$ cat config.mk
export PLATFORM = sky130hd
export DESIGN_NAME = adder_tree_seq
export DESIGN_NICKNAME = d
export VERILOG_FILES = /design/src/rtl/adder_tree_seq.sv
export SDC_FILE = /design/constraint.sdc
export NUM_CORES = 1
export LEC_CHECK = 0
export ABC_AREA = 1
export BUFFER_PORTS_ARGS = -buffer_cell sky130_fd_sc_hd__clkbuf_2
export CAP_MARGIN = 20
export CORE_ASPECT_RATIO = 1.5
export CORE_MARGIN = 8
export CORE_UTILIZATION = 49
export CTS_CLUSTER_DIAMETER = 150
export DETAILED_ROUTE_END_ITERATION = 7
export PLACE_DENSITY = 0.85
export SYNTH_ARGS = -nofsm -noshare
export SYNTH_HDL_FRONTEND = slang
export SYNTH_SLANG_ARGS = --single-unit
$ cat constraint.sdc
create_clock -name clk -period 7.2 [get_ports clk]
set_clock_uncertainty 0.2 [all_clocks]
set_input_delay 1.44 -clock clk [delete_from_list [all_inputs] [get_ports clk]]
set_output_delay 1.44 -clock clk [all_outputs]
set_load 0.01 [all_outputs]
$ cat src/rtl/adder_tree_seq.sv
// Sequential group accumulator over a 14-lane signed adder tree, with a valid/ready handshake on both sides.
// Optional macro ADDER_TREE_SAT_EN makes accumulation saturate; by default accumulation wraps mod 2^16.

module adder_tree_14 (
  input  logic signed [15:0] psum [0:13],
  output logic signed [15:0] sum
);
  logic signed [15:0] lvl1 [0:6];
  logic signed [15:0] lvl2 [0:3];
  logic signed [15:0] lvl3 [0:1];

  // Balanced 14 -> 7 -> 4 -> 2 -> 1 reduction; every add wraps at 16 bits.
  always_comb begin
    for (int i = 0; i < 7; i++) lvl1[i] = psum[2*i] + psum[2*i+1];
    for (int i = 0; i < 3; i++) lvl2[i] = lvl1[2*i] + lvl1[2*i+1];
    lvl2[3] = lvl1[6];
    lvl3[0] = lvl2[0] + lvl2[1];
    lvl3[1] = lvl2[2] + lvl2[3];
    sum     = lvl3[0] + lvl3[1];
  end
endmodule

module adder_tree_seq (
  input  logic               clk,
  input  logic               rst_n,
  input  logic               flush,
  input  logic [7:0]         cfg_len,
  input  logic               in_valid,
  output logic               in_ready,
  input  logic signed [15:0] in_data [0:13],
  output logic               out_valid,
  input  logic               out_ready,
  output logic signed [15:0] out_sum,
  output logic               busy
);
  typedef enum logic [1:0] {S_IDLE, S_ACCUM, S_OUT} state_t;

  state_t             state_q, state_d;
  logic signed [15:0] acc_q, acc_d;
  logic [7:0]         cnt_q, cnt_d;
  logic [7:0]         len_q, len_d;

  logic signed [15:0] tree_sum;
  logic signed [15:0] acc_sum;
  logic [7:0]         first_len;
  logic               accept;

  adder_tree_14 u_tree (
    .psum (in_data),
    .sum  (tree_sum)
  );

`ifdef ADDER_TREE_SAT_EN
  logic signed [16:0] acc_wide;

  // Overflow shows up as disagreement between the two top bits of the 17-bit sum.
  always_comb begin
    acc_wide = {acc_q[15], acc_q} + {tree_sum[15], tree_sum};
    if (acc_wide[16] != acc_wide[15])
      acc_sum = acc_wide[16] ? 16'sh8000 : 16'sh7fff;
    else
      acc_sum = acc_wide[15:0];
  end
`else
  assign acc_sum = acc_q + tree_sum;
`endif

  assign first_len = (cfg_len == 8'd0) ? 8'd1 : cfg_len;

  // Reset and flush both block acceptance combinationally so no beat slips in.
  always_comb begin
    in_ready = 1'b0;
    if (rst_n && !flush) begin
      case (state_q)
        S_IDLE, S_ACCUM: in_ready = 1'b1;
        S_OUT:           in_ready = out_ready;
        default:         in_ready = 1'b0;
      endcase
    end
  end

  assign accept    = in_valid && in_ready;
  assign out_valid = rst_n && !flush && (state_q == S_OUT);
  assign out_sum   = rst_n ? acc_q : 16'sd0;
  assign busy      = rst_n && (state_q != S_IDLE);

  // NOTE: every _d gets its default from the current state first, so no path can infer a latch.
  always_comb begin
    state_d = state_q;
    acc_d   = acc_q;
    cnt_d   = cnt_q;
    len_d   = len_q;
    case (state_q)
      S_IDLE: begin
        if (accept) begin
          len_d   = first_len;
          acc_d   = tree_sum;
          cnt_d   = 8'd1;
          state_d = (first_len == 8'd1) ? S_OUT : S_ACCUM;
        end
      end
      S_ACCUM: begin
        if (accept) begin
          acc_d = acc_sum;
          cnt_d = cnt_q + 8'd1;
          if (cnt_q + 8'd1 == len_q) state_d = S_OUT;
        end
      end
      S_OUT: begin
        if (out_ready) begin
          if (accept) begin
            len_d   = first_len;
            acc_d   = tree_sum;
            cnt_d   = 8'd1;
            state_d = (first_len == 8'd1) ? S_OUT : S_ACCUM;
          end else begin
            acc_d   = 16'sd0;
            cnt_d   = 8'd0;
            state_d = S_IDLE;
          end
        end
      end
      default: state_d = S_IDLE;
    endcase
    if (flush) begin
      acc_d   = 16'sd0;
      cnt_d   = 8'd0;
      state_d = S_IDLE;
    end
  end

  // NOTE: reset is sampled synchronously here, and all state updates use non-blocking assignment.
  always_ff @(posedge clk) begin
    if (!rst_n) begin
      state_q <= S_IDLE;
      acc_q   <= 16'sd0;
      cnt_q   <= 8'd0;
      len_q   <= 8'd1;
    end else begin
      state_q <= state_d;
      acc_q   <= acc_d;
      cnt_q   <= cnt_d;
      len_q   <= len_d;
    end
  end
endmodule

After elaboration in Yosys (flattened, before gate mapping)
Index checks and enable logic that the tools add are counted.
Operators by class
  bitwise logic cells: 1
  $add $sub $neg: 15
  muxes and demuxes: 24
  reduce and logical (&&, ||, !) cells: 15
  eq/ne operators: 8
Operator list (number)
  adder 16 bit: 14
  2-to-1 mux 16 bit: 5
  2-to-1 mux 8 bit: 6
  case mux 16 bit (3 select lines): 1
  case mux 8 bit (3 select lines): 1
  case mux 8 bit (2 select lines): 1
  2-to-1 mux 2 bit: 6
  adder 8 x 1 -> 8 bit, second input constant: 1
  equality test 8 x 1 -> 1 bit, second input constant: 1
  equality test 8 bit: 1
  zero test 8 bit: 1
  inequality test 2 bit, second input constant: 4
  AND reduction 4 bit: 2
  case mux 2 bit (3 select lines): 1
  logical AND 1 bit: 4
  nonzero test 2 bit: 2
  OR reduction 2 bit: 2
  nonzero test 3 bit: 1
  equality test 2 x 1 -> 1 bit, second input constant: 1
  equality test 2 bit, second input constant: 1
  zero test 2 bit: 1
  2-to-1 mux 1 bit: 2
  case mux 1 bit (2 select lines): 1
  AND reduction 2 bit: 1
  2 further kinds: 2
Storage, ports and cells
  bits of input ports: 237
  register bits: 34
  word-level logic and storage cells: 67
  output and inout bits: 19

Depth between registers and ports, before layout
Gate-level depths: netlist of the first run.
  depth in word-level cells: 8
  depth in mapped cells: 37
  depth with buffers taken out: 37

By module
Synthesis of the first run repeated with hierarchy kept, for this count alone.
Second synthesis, totals
  cell total of the unflattened synthesis: 1068
  area, all modules: 8254.2 um^2
By module, submodules not included
  adder_tree_14: times used 1, area each 5564.1 um^2, seq. area each 0.0 um^2, cells each 635
  adder_tree_seq: times used 1, area each 2690.1 um^2, seq. area each 680.7 um^2, cells each 433

Worst setup path before layout of the first run
Ideal clock, no wire load.
  path type: in2reg
  start: input port in_data[99] in the netlist's numbering
  end: register acc_q[13]
  data arrival time: 7056 ps
  library setup time: 109 ps
  path buffers: 0
  stages on the path: 31
  required time: 6891 ps
  path slack: -165 ps
  cell sequence: fa_1 -> inv_1 -> fa_1 -> inv_1 -> fa_1 -> fa_1 -> fa_1 -> inv_1 -> fa_1 -> inv_1 -> ha_1 -> nand3_1 -> nand3_1 -> a21oi_1 -> o21ai_0 -> xor2_1 -> inv_1 -> ha_1 -> nand2_1 -> nor3_1 -> nand2_1 -> nand2_1 -> a21boi_0 -> o21ai_0 -> nand2_1 -> nand2_1 -> a21oi_1 -> o21ai_0 -> nand3_1 -> nand2_1 -> inv_1
On the way
  word-level cells in the longest chain between the ends: 7
  elaborated cells between the ends (all ways): 10
  those cells by class: add/sub: 5; mux: 5
Ends and longest elaborated chain
  start, declared: line 30  | input logic signed [15:0] in_data [0:13],
  adder 16 bit *: line 14  | for (int i = 0; i < 7; i++) lvl1[i] = psum[2*i] + psum[2*i+1];
  adder 16 bit *: line 15  | for (int i = 0; i < 3; i++) lvl2[i] = lvl1[2*i] + lvl1[2*i+1];
  adder 16 bit *: line 17  | lvl3[0] = lvl2[0] + lvl2[1];
  adder 16 bit *: line 19  | sum = lvl3[0] + lvl3[1];
  adder 16 bit or 2-to-1 mux 16 bit (tied branches): line 65, 111
  2-to-1 mux 16 bit, on equally long branches: line 103, 110
  case mux 16 bit (3 select lines) *: line 93  | case (state_q)
  end signal, assigned: line 136  | acc_q <= 16'sd0;
  end signal, assigned: line 141  | acc_q <= acc_d;
  end, declared: line 39  | logic signed [15:0] acc_q, acc_d;
Mark *: on every way between the ends. The rest lies on a longest branch, timed or not. The select of a mux whose other input is x is not followed.
A chain may end at the register's enable or synchronous reset.

Final worst setup path of the first run
  start: input port in_data[4] in the netlist's numbering
  end: register acc_q[14]
On the way
  word-level cells in the longest chain between the ends: 6
  elaborated cells between the ends (all ways): 9
  those cells by class: add/sub: 4; mux: 5
Ends and longest elaborated chain
  adder 16 bit *: line 14
  adder 16 bit *: line 18  | lvl3[1] = lvl2[2] + lvl2[3];
  adder 16 bit *: line 19
  adder 16 bit or 2-to-1 mux 16 bit (tied branches): line 65, 111
  2-to-1 mux 16 bit, on equally long branches: line 103, 110
  case mux 16 bit (3 select lines) *: line 93
Marked as above.

==> results.txt, run 1 <==
The synthesized netlist devotes 15.73% of its cell area to simple gates. Ranked by total cell area, the synthesized netlist is headed by sky130_fd_sc_hd__fa_1 42%, sky130_fd_sc_hd__inv_1 17%, sky130_fd_sc_hd__nand2_1 9.0%. The number of antenna diodes in the final layout is 0. For the final standard cell area without fillers, the log shows 10,850 µm². The critical setup path kind is in -> reg. The number of clock sinks was 34; the adder-cell area share of the yosys netlist was 48.04%. The instance area after placement is 10,140 µm². The slowest stage of the critical path belongs to the cell sky130_fd_sc_hd__fa_1.

The tree is rooted in a sky130_fd_sc_hd__clkbuf_16. The netlist uses 39 different library cells. The XOR/XNOR share of the synthesized area works out to 2.337%. The checks that failed: setup timing.

The type of the tightest min-delay check was reg -> reg. Of all flip-flops after synthesis, the portion carrying an async set or reset was 0%. Share of cell area taken by muxes after synthesis: 0%.

The count of vias placed by the detailed router is 8,122, and the count of boundary I/O pins is 256. Post-detailed-route count of antenna-violating nets: 0. Hold is met by 0.2830 ns. The number of antenna violations at the first check in global routing was 0. For the count of hold-fix buffers inserted at cts, the log shows 0. The cell count after synthesis came out at 1,085. The worst setup path is launched from an input port. The vertical die dimension works out to 174.9 µm.

The worst-skew pair later-pin latency is 0.28 ns. The transition time at the pin with the least slew margin works out to 0.9956 ns. The tools report the net count of the mapped netlist as 1,536.

The logs give 8247 µm² for the area of the mapped netlist and 346 for the number of DRC markers after the initial detailed-route iteration. The clock edge transition at the registers on the reported setup and hold paths came out at 0.06 ns. Setup repair after global routing could not meet its margin everywhere. The logs give 49.62% for the initial standard-cell utilization of the core and 8.254% for the fraction of the yosys area taken by sequential cells. Averaged over all synthesized cells, the footprint is 7.601 µm². The wire-length estimate of the detail-placed layout is 20,080 µm. At the end of routability-driven placement, the weighted congestion stood at 0.9103. Measured on the finished design, the core utilization comes to 65.27%.

The run gives 1,245 as the final-layout fill cell count. The number of buffers on the longest clock path is 2, and the count of maximum capacitance violations is 0. The clock period minus worst slack came out at 7.390 ns. Dividing the detail-routed via count by the number of cells gives 5.048. The number of buffer cells added on primary ports was 255.

Row generation in the floorplan step produced 58 rows. The final wirelength was 24,910 µm; the TritonCTS buffer count was 5. The die covers 21,320 µm². The run gives 21.57% as the overall routing resource usage. The run finished, with violations left. The maximum number of pins on one net before global-route repair was 28; the first-pass GRT wire length was 37,640 µm.

The run gives 6 as the final setup violation count. Maximum achievable frequency: 0.1353 GHz. The area growth from synthesis to layout is 31.53%. Among all flip-flop cells after synthesis, the most frequent one is sky130_fd_sc_hd__dfxtp_1. For the via count of the first global-routing pass, the log shows 8,928. The pre-antenna-repair detailed-routing pass consisted of 8 iterations. TritonCTS built the clock tree.

Data arrives at the worst endpoint at 7.37 ns. The synthesized netlist devotes 7.844% of its cell area to compound gates. The post-synthesis register bit count was 34; the final layout net count was 1,849. In this run the worst path has a maximum fanout of 3. The number of failing hold endpoints at the final stage came out at 0.

Max-slew violation count: 0. For this run, design rule violations remaining after detail routing come to 0. The largest total area in the synthesized netlist belongs to sky130_fd_sc_hd__fa_1.

The worst path required time is 7.18 ns. The logs give 0 for the number of warnings printed during yosys synthesis and 16,620 µm² for the core area. The share of cells above drive strength 1 is 30.52%. After synthesis, the largest family of logic cells by area is adder cells.

The biggest cell delay along the critical path was 0.61 ns. The die extent in x is 121.9 µm, and the worst relative slew slack is 33.12%. The kind of end point of the critical path was a flip-flop. Counting stages on the worst path, the most repeated cell is sky130_fd_sc_hd__inv_2.

After detailed routing, the average wire length per cell comes to 15.48 µm. The worst path setup slack after routing is -0.1897 ns, and the share of the cycle needed by the critical path after routing is 102.6%. The level count of the clock H-tree was 2; the number of flops mapped to enable cells by yosys was 0.

The total congestion overflow is 0. sky130_fd_sc_hd__inv_1 is the most common cell in the netlist. The commonest cells after synthesis are 375 x sky130_fd_sc_hd__inv_1, 197 x sky130_fd_sc_hd__nand2_1, 171 x sky130_fd_sc_hd__fa_1.

The fraction of synthesized cell area taken by the top area cell type came out at 41.51%.
placed cells by master, fill, tap and decap left out, drive strengths merged:
cell type / synthesis / routed
o21bai: 4 / 4
nor3: 9 / 9
o21a: 1 / 1
clkinv: 1 / 2
buf: 4 / 60
a22o: 2 / 2
fa: 171 / 171
xnor2: 6 / 6
nand2: 197 / 197
o221ai: 4 / 4
xor2: 16 / 16
a211oi: 1 / 1
and2: 1 / 1
o41ai: 1 / 1
inv: 379 / 379
o211ai: 3 / 3
a21oi: 49 / 49
nor2: 55 / 55
clkinvlp: 0 / 1
or4: 1 / 1
a21boi: 2 / 2
nor4: 1 / 1
o21ai: 33 / 33
dfxtp: 34 / 34
nand3: 39 / 39
nand3b: 2 / 2
a221oi: 1 / 1
or2: 4 / 4
o22ai: 1 / 1
clkbuf: 5 / 261
a31oi: 7 / 7
ha: 43 / 43
nand4: 7 / 7
a21o: 1 / 1
final timing paths:
path,start,to,slack (ns),depth (start not counted)
worst min register to register,cnt_q[5]$_SDFFE_PP0P_,cnt_q[5]$_SDFFE_PP0P_,0.28,2
worst max register to register,state_q[1]$_SDFFE_PP0P_,acc_q[9]$_SDFFE_PP0P_,4.26,13
worst max-delay path,in_data[4],acc_q[14]$_SDFFE_PP0P_,-0.19,31
worst min-delay path,cnt_q[5]$_SDFFE_PP0P_,cnt_q[5]$_SDFFE_PP0P_,0.28,2
routing by layer:
metal | share of wire [%] | track usage (%)
met1 | 31 | 19.42
met2 | 57 | 43.47
met3 | 7.1 | 3.716
met4 | 5.1 | 10.53
met5 | 0 | 0
metrics by stage:
| step | std cells | TNS, ns | worst slack (ns) |
|---|---|---|---|
| detailed placement | 1592 | -2.983 | -0.4184 |
| CTS | 1603 | 0 | 0.004265 |
| floorplan | 1085 | 0 | 0.01335 |
| finish | 1609 | -0.5058 | -0.1897 |
| global route | 1609 | -2.409 | -0.4141 |
| global placement | 1592 | -2.368 | -0.3509 |
registers in the layout, indices dropped and copies added, names as in the netlist:
register	count
acc_q	16
len_q	8
cnt_q	8
state_q	2
area by class of cell:
class	count	area [µm²]	area share (%)
multi-input combinational	662	6591	60.77
timing repair buffer	315	1734	15.99
inverter	380	1426	13.15
sequential	34	680.7	6.275
tap	210	262.8	2.422
clock buffer	6	138.9	1.280
clock inverter	2	12.51	0.1154
critical path, delay by kind of cell:
family                     cells  cell delay, ns
xor gates and xnor gates       1            0.22
AOI/OAI and AO/OA              6            0.73
adders and majority gates      8            3.70
and+or+nand+nor                7            0.74
buffers and inverters          9            0.52
cells by family after synthesis:
logic type                 count (synthesis)
adders and majority gates                214
buffers and inverters                    389
and+or+nand+nor                          316
xor gates and xnor gates                  22
AOI/OAI and AO/OA                        110
DFF                                       34
timing repair:
action / in CTS / in global routing
pin swaps: 13 / 22
buffers inserted: 3 / 6
endpoints found under the setup margin: 7 / 10
gates resized for setup: 24 / 85
Power of run 1 is left out: the tool's default activity adds up to more than one toggle a clock period on the data nets, which glitch-free logic cannot reach.
==> inputs of run 2 (changes only) <==
- CORE_MARGIN: 8 -> not set
==> results.txt, run 2 (synthesis gave the netlist of run 1 again) <==
The TritonCTS buffer count came out at 5 (unchanged). Worst setup slack before clock tree synthesis: -0.5546 ns (was -0.4184 ns). The number of clock sinks came out at 34 (unchanged). The tools report the category of the worst setup path launch point as an input port (unchanged). Endpoint of the most critical setup path: acc_q[9]$_SDFFE_PP0P_ (was acc_q[14]$_SDFFE_PP0P_). The logs give 10,150 µm² (was 10,140 µm²) for the instance area after placement and 17,360 µm² (was 21,320 µm²) for the area of the die. The number of optimization iterations in the first detailed-route pass is 5 (was 8), and the worst relative slew slack is 38.10% (was 33.12%). For the worst slack on hold paths, the log shows 0.3019 ns (was 0.2830 ns). The layout overhead on the synthesized area is 32.77% (was 31.53%).

The tools report the count of vias placed by the detailed router as 8,308 (was 8,122). Core area: 16,330 µm² (was 16,620 µm²). The average vias per placed instance was 5.154 (was 5.048). Overall routing resource usage: 26.33% (was 21.57%).

The routed wirelength normalized by instance count is 15.18 µm (was 15.48 µm). The area of the multi-input gates was 6605 µm² (was 6591 µm²). The maximum number of pins on one net before global-route repair is 28 (unchanged).

The post-detailed-route count of antenna-violating nets came out at 0 (unchanged). Most repeated library cell on the critical path: sky130_fd_sc_hd__fa_1 (was sky130_fd_sc_hd__inv_2). Total congestion overflow: 0 (unchanged). The worst path setup slack after routing is -0.3633 ns (was -0.1897 ns), and the count of maximum capacitance violations is 0 (unchanged).

Number of failing hold endpoints at the final stage: 0 (unchanged). The number of flip-flops in the largest register is 16 (unchanged), and the clock edge transition at the registers on the reported setup and hold paths is 0.06 ns (about the same). The critical setup path kind was in -> reg (unchanged). The count of boundary I/O pins is 256 (unchanged), and the initial standard-cell utilization of the core is 50.49% (was 49.62%). The transition time at the pin with the least slew margin came out at 0.9214 ns (was 0.9956 ns). The first-pass GRT wire length came out at 36,140 µm (was 37,640 µm). The vertical die dimension came out at 160.9 µm (was 174.9 µm).

The clock period minus worst slack was 7.563 ns (was 7.390 ns); the biggest cell delay along the critical path was 0.60 ns (was 0.61 ns). The tools report the cell chosen for the clock root as sky130_fd_sc_hd__clkbuf_16 (unchanged). Most frequent cells in the layout: 358 x sky130_fd_sc_hd__inv_1, 254 x sky130_fd_sc_hd__clkbuf_2, 180 x sky130_fd_sc_hd__nand2_1 (was 356 x sky130_fd_sc_hd__inv_1, 255 x sky130_fd_sc_hd__clkbuf_2, 187 x sky130_fd_sc_hd__nand2_1).

Failing checks: setup timing (unchanged). The die extent in x works out to 107.9 µm (was 121.9 µm). For the maximum achievable frequency, the log shows 0.1322 GHz (was 0.1353 GHz). The tools report the final setup TNS as -2.900 ns (was -0.5058 ns).

The critical path arrival was 7.55 ns (was 7.37 ns). The reg-to-reg critical path endpoint was acc_q[9]$_SDFFE_PP0P_ (unchanged). The number of cell rows is 57 (was 58).

The final setup violation count was 11 (was 6). TritonCTS built the clock tree. Area of all sequential standard cells: 680.7 µm² (unchanged). The run gives 0.9366 (was 0.9103) as the global placement routability congestion.

The final layout net count was 1,856 (was 1,849); the maximum fanout along the worst path was 4 (was 3). The number of DRC markers after the initial detailed-route iteration was 521 (was 346). Top flop regs: acc_q (16), cnt_q (8), len_q (8) (unchanged). The register with the most flip-flops was acc_q (unchanged).

The worst-skew pair later-pin latency was 0.29 ns (was 0.28 ns); the final HPWL from detailed placement was 18,280 µm (was 20,080 µm). Share of the cycle needed by the critical path after routing: 105.0% (was 102.6%). Share of cells above drive strength 1: 31.01% (was 30.52%). For the number of buffers on the longest clock path, the log shows 2 (unchanged). The startpoint of the worst register-to-register path was state_q[1]$_SDFFE_PP0P_ (unchanged).

The via count of the first global-routing pass is 8,817 (was 8,928), and the max-slew violation count is 0 (unchanged). The final standard cell area without fillers is 10,950 µm² (was 10,850 µm²), and the final antenna diode count is 0 (unchanged). The tools report the count of hold-fix buffers inserted at cts as 0 (unchanged). The final wirelength is 24,470 µm (was 24,910 µm), and the worst path required time is 7.18 ns (about the same).

For the number of antenna violations at the first check in global routing, the log shows 0 (unchanged). The number of remaining DRC errors was 0 (unchanged); the level count of the clock H-tree was 2 (unchanged). The leading cell type in the layout, fill and taps excluded was sky130_fd_sc_hd__inv_1 (unchanged). The run gives 4.18 ns (was 4.26 ns) as the register-to-register path setup slack. The final-layout fill cell count is 1,179 (was 1,245). The flow ran to the end, but the final reports show violations.

Critical-path cell with the highest stage delay: sky130_fd_sc_hd__fa_1 (unchanged). The first element of the critical path was in_data[4] (unchanged). Setup repair after global routing could not meet its margin everywhere. The worst reg-to-reg path cell count came out at 13 (unchanged). Number of buffer cells added on primary ports: 255 (unchanged). The kind of end point of the critical path was a flip-flop (unchanged).

The type of the tightest min-delay check was reg -> reg (unchanged).
[run 2: area by class of cell]
cell class,instances,share of cell area [%]
tap,206,2.354
clock buffer,5,1.143
inverter,380,13.03
timing repair buffer,322,16.31
multi-input combinational,662,60.32
clock inverter,3,0.6285
sequential,34,6.216
[run 2: how the worst min path moves through the flow]
stage                           from                     to  slack, ns  cells past startpoint
2_1_floorplan  cnt_q[7]$_SDFFE_PP0P_  cnt_q[7]$_SDFFE_PP0P_       0.25                      2
3_3_place_gp   cnt_q[7]$_SDFFE_PP0P_  cnt_q[7]$_SDFFE_PP0P_       0.26                      2
3_5_place_dp   cnt_q[7]$_SDFFE_PP0P_  cnt_q[7]$_SDFFE_PP0P_       0.28                      2
4_1_cts        cnt_q[5]$_SDFFE_PP0P_  cnt_q[5]$_SDFFE_PP0P_       0.29                      2
5_1_grt        cnt_q[1]$_SDFFE_PP0P_  cnt_q[1]$_SDFFE_PP0P_       0.33                      2
6_report       cnt_q[1]$_SDFFE_PP0P_  cnt_q[1]$_SDFFE_PP0P_       0.30                      2
[run 2: worst max-delay path: cells and delay by family]
family,cells,cell delay [ns]
buffers and inverters,12,1.04
and+or+nand+nor,5,0.74
xor gates and xnor gates,1,0.17
AOI/OAI and AO/OA,3,0.57
adders and majority gates,8,3.59
[run 2: per-layer routing]
layer | routed length (µm) | track usage, %
met1 | 7486 | 24.00
met4 | 1891 | 16.25
met5 | 0 | 0
met2 | 13240 | 52.48
met3 | 1852 | 3.612
[run 2: repair_timing]
item                       in CTS  in global routing
buffers inserted               11                  5
pin swaps                      28                 57
resized for setup              39                 74
setup endpoints to repair       9                 10
[run 2: through the flow]
| step | util (%) | cells |
|---|---|---|
| 2_1_floorplan | - | 1085 |
| 3_3_place_gp | 62.15 | 1590 |
| 3_5_place_dp | 62.15 | 1590 |
| 4_1_cts | 64.97 | 1609 |
| 5_1_grt | 67.04 | 1612 |
| 6_report | 67.04 | 1612 |
Power of run 2 is left out for the same reason.
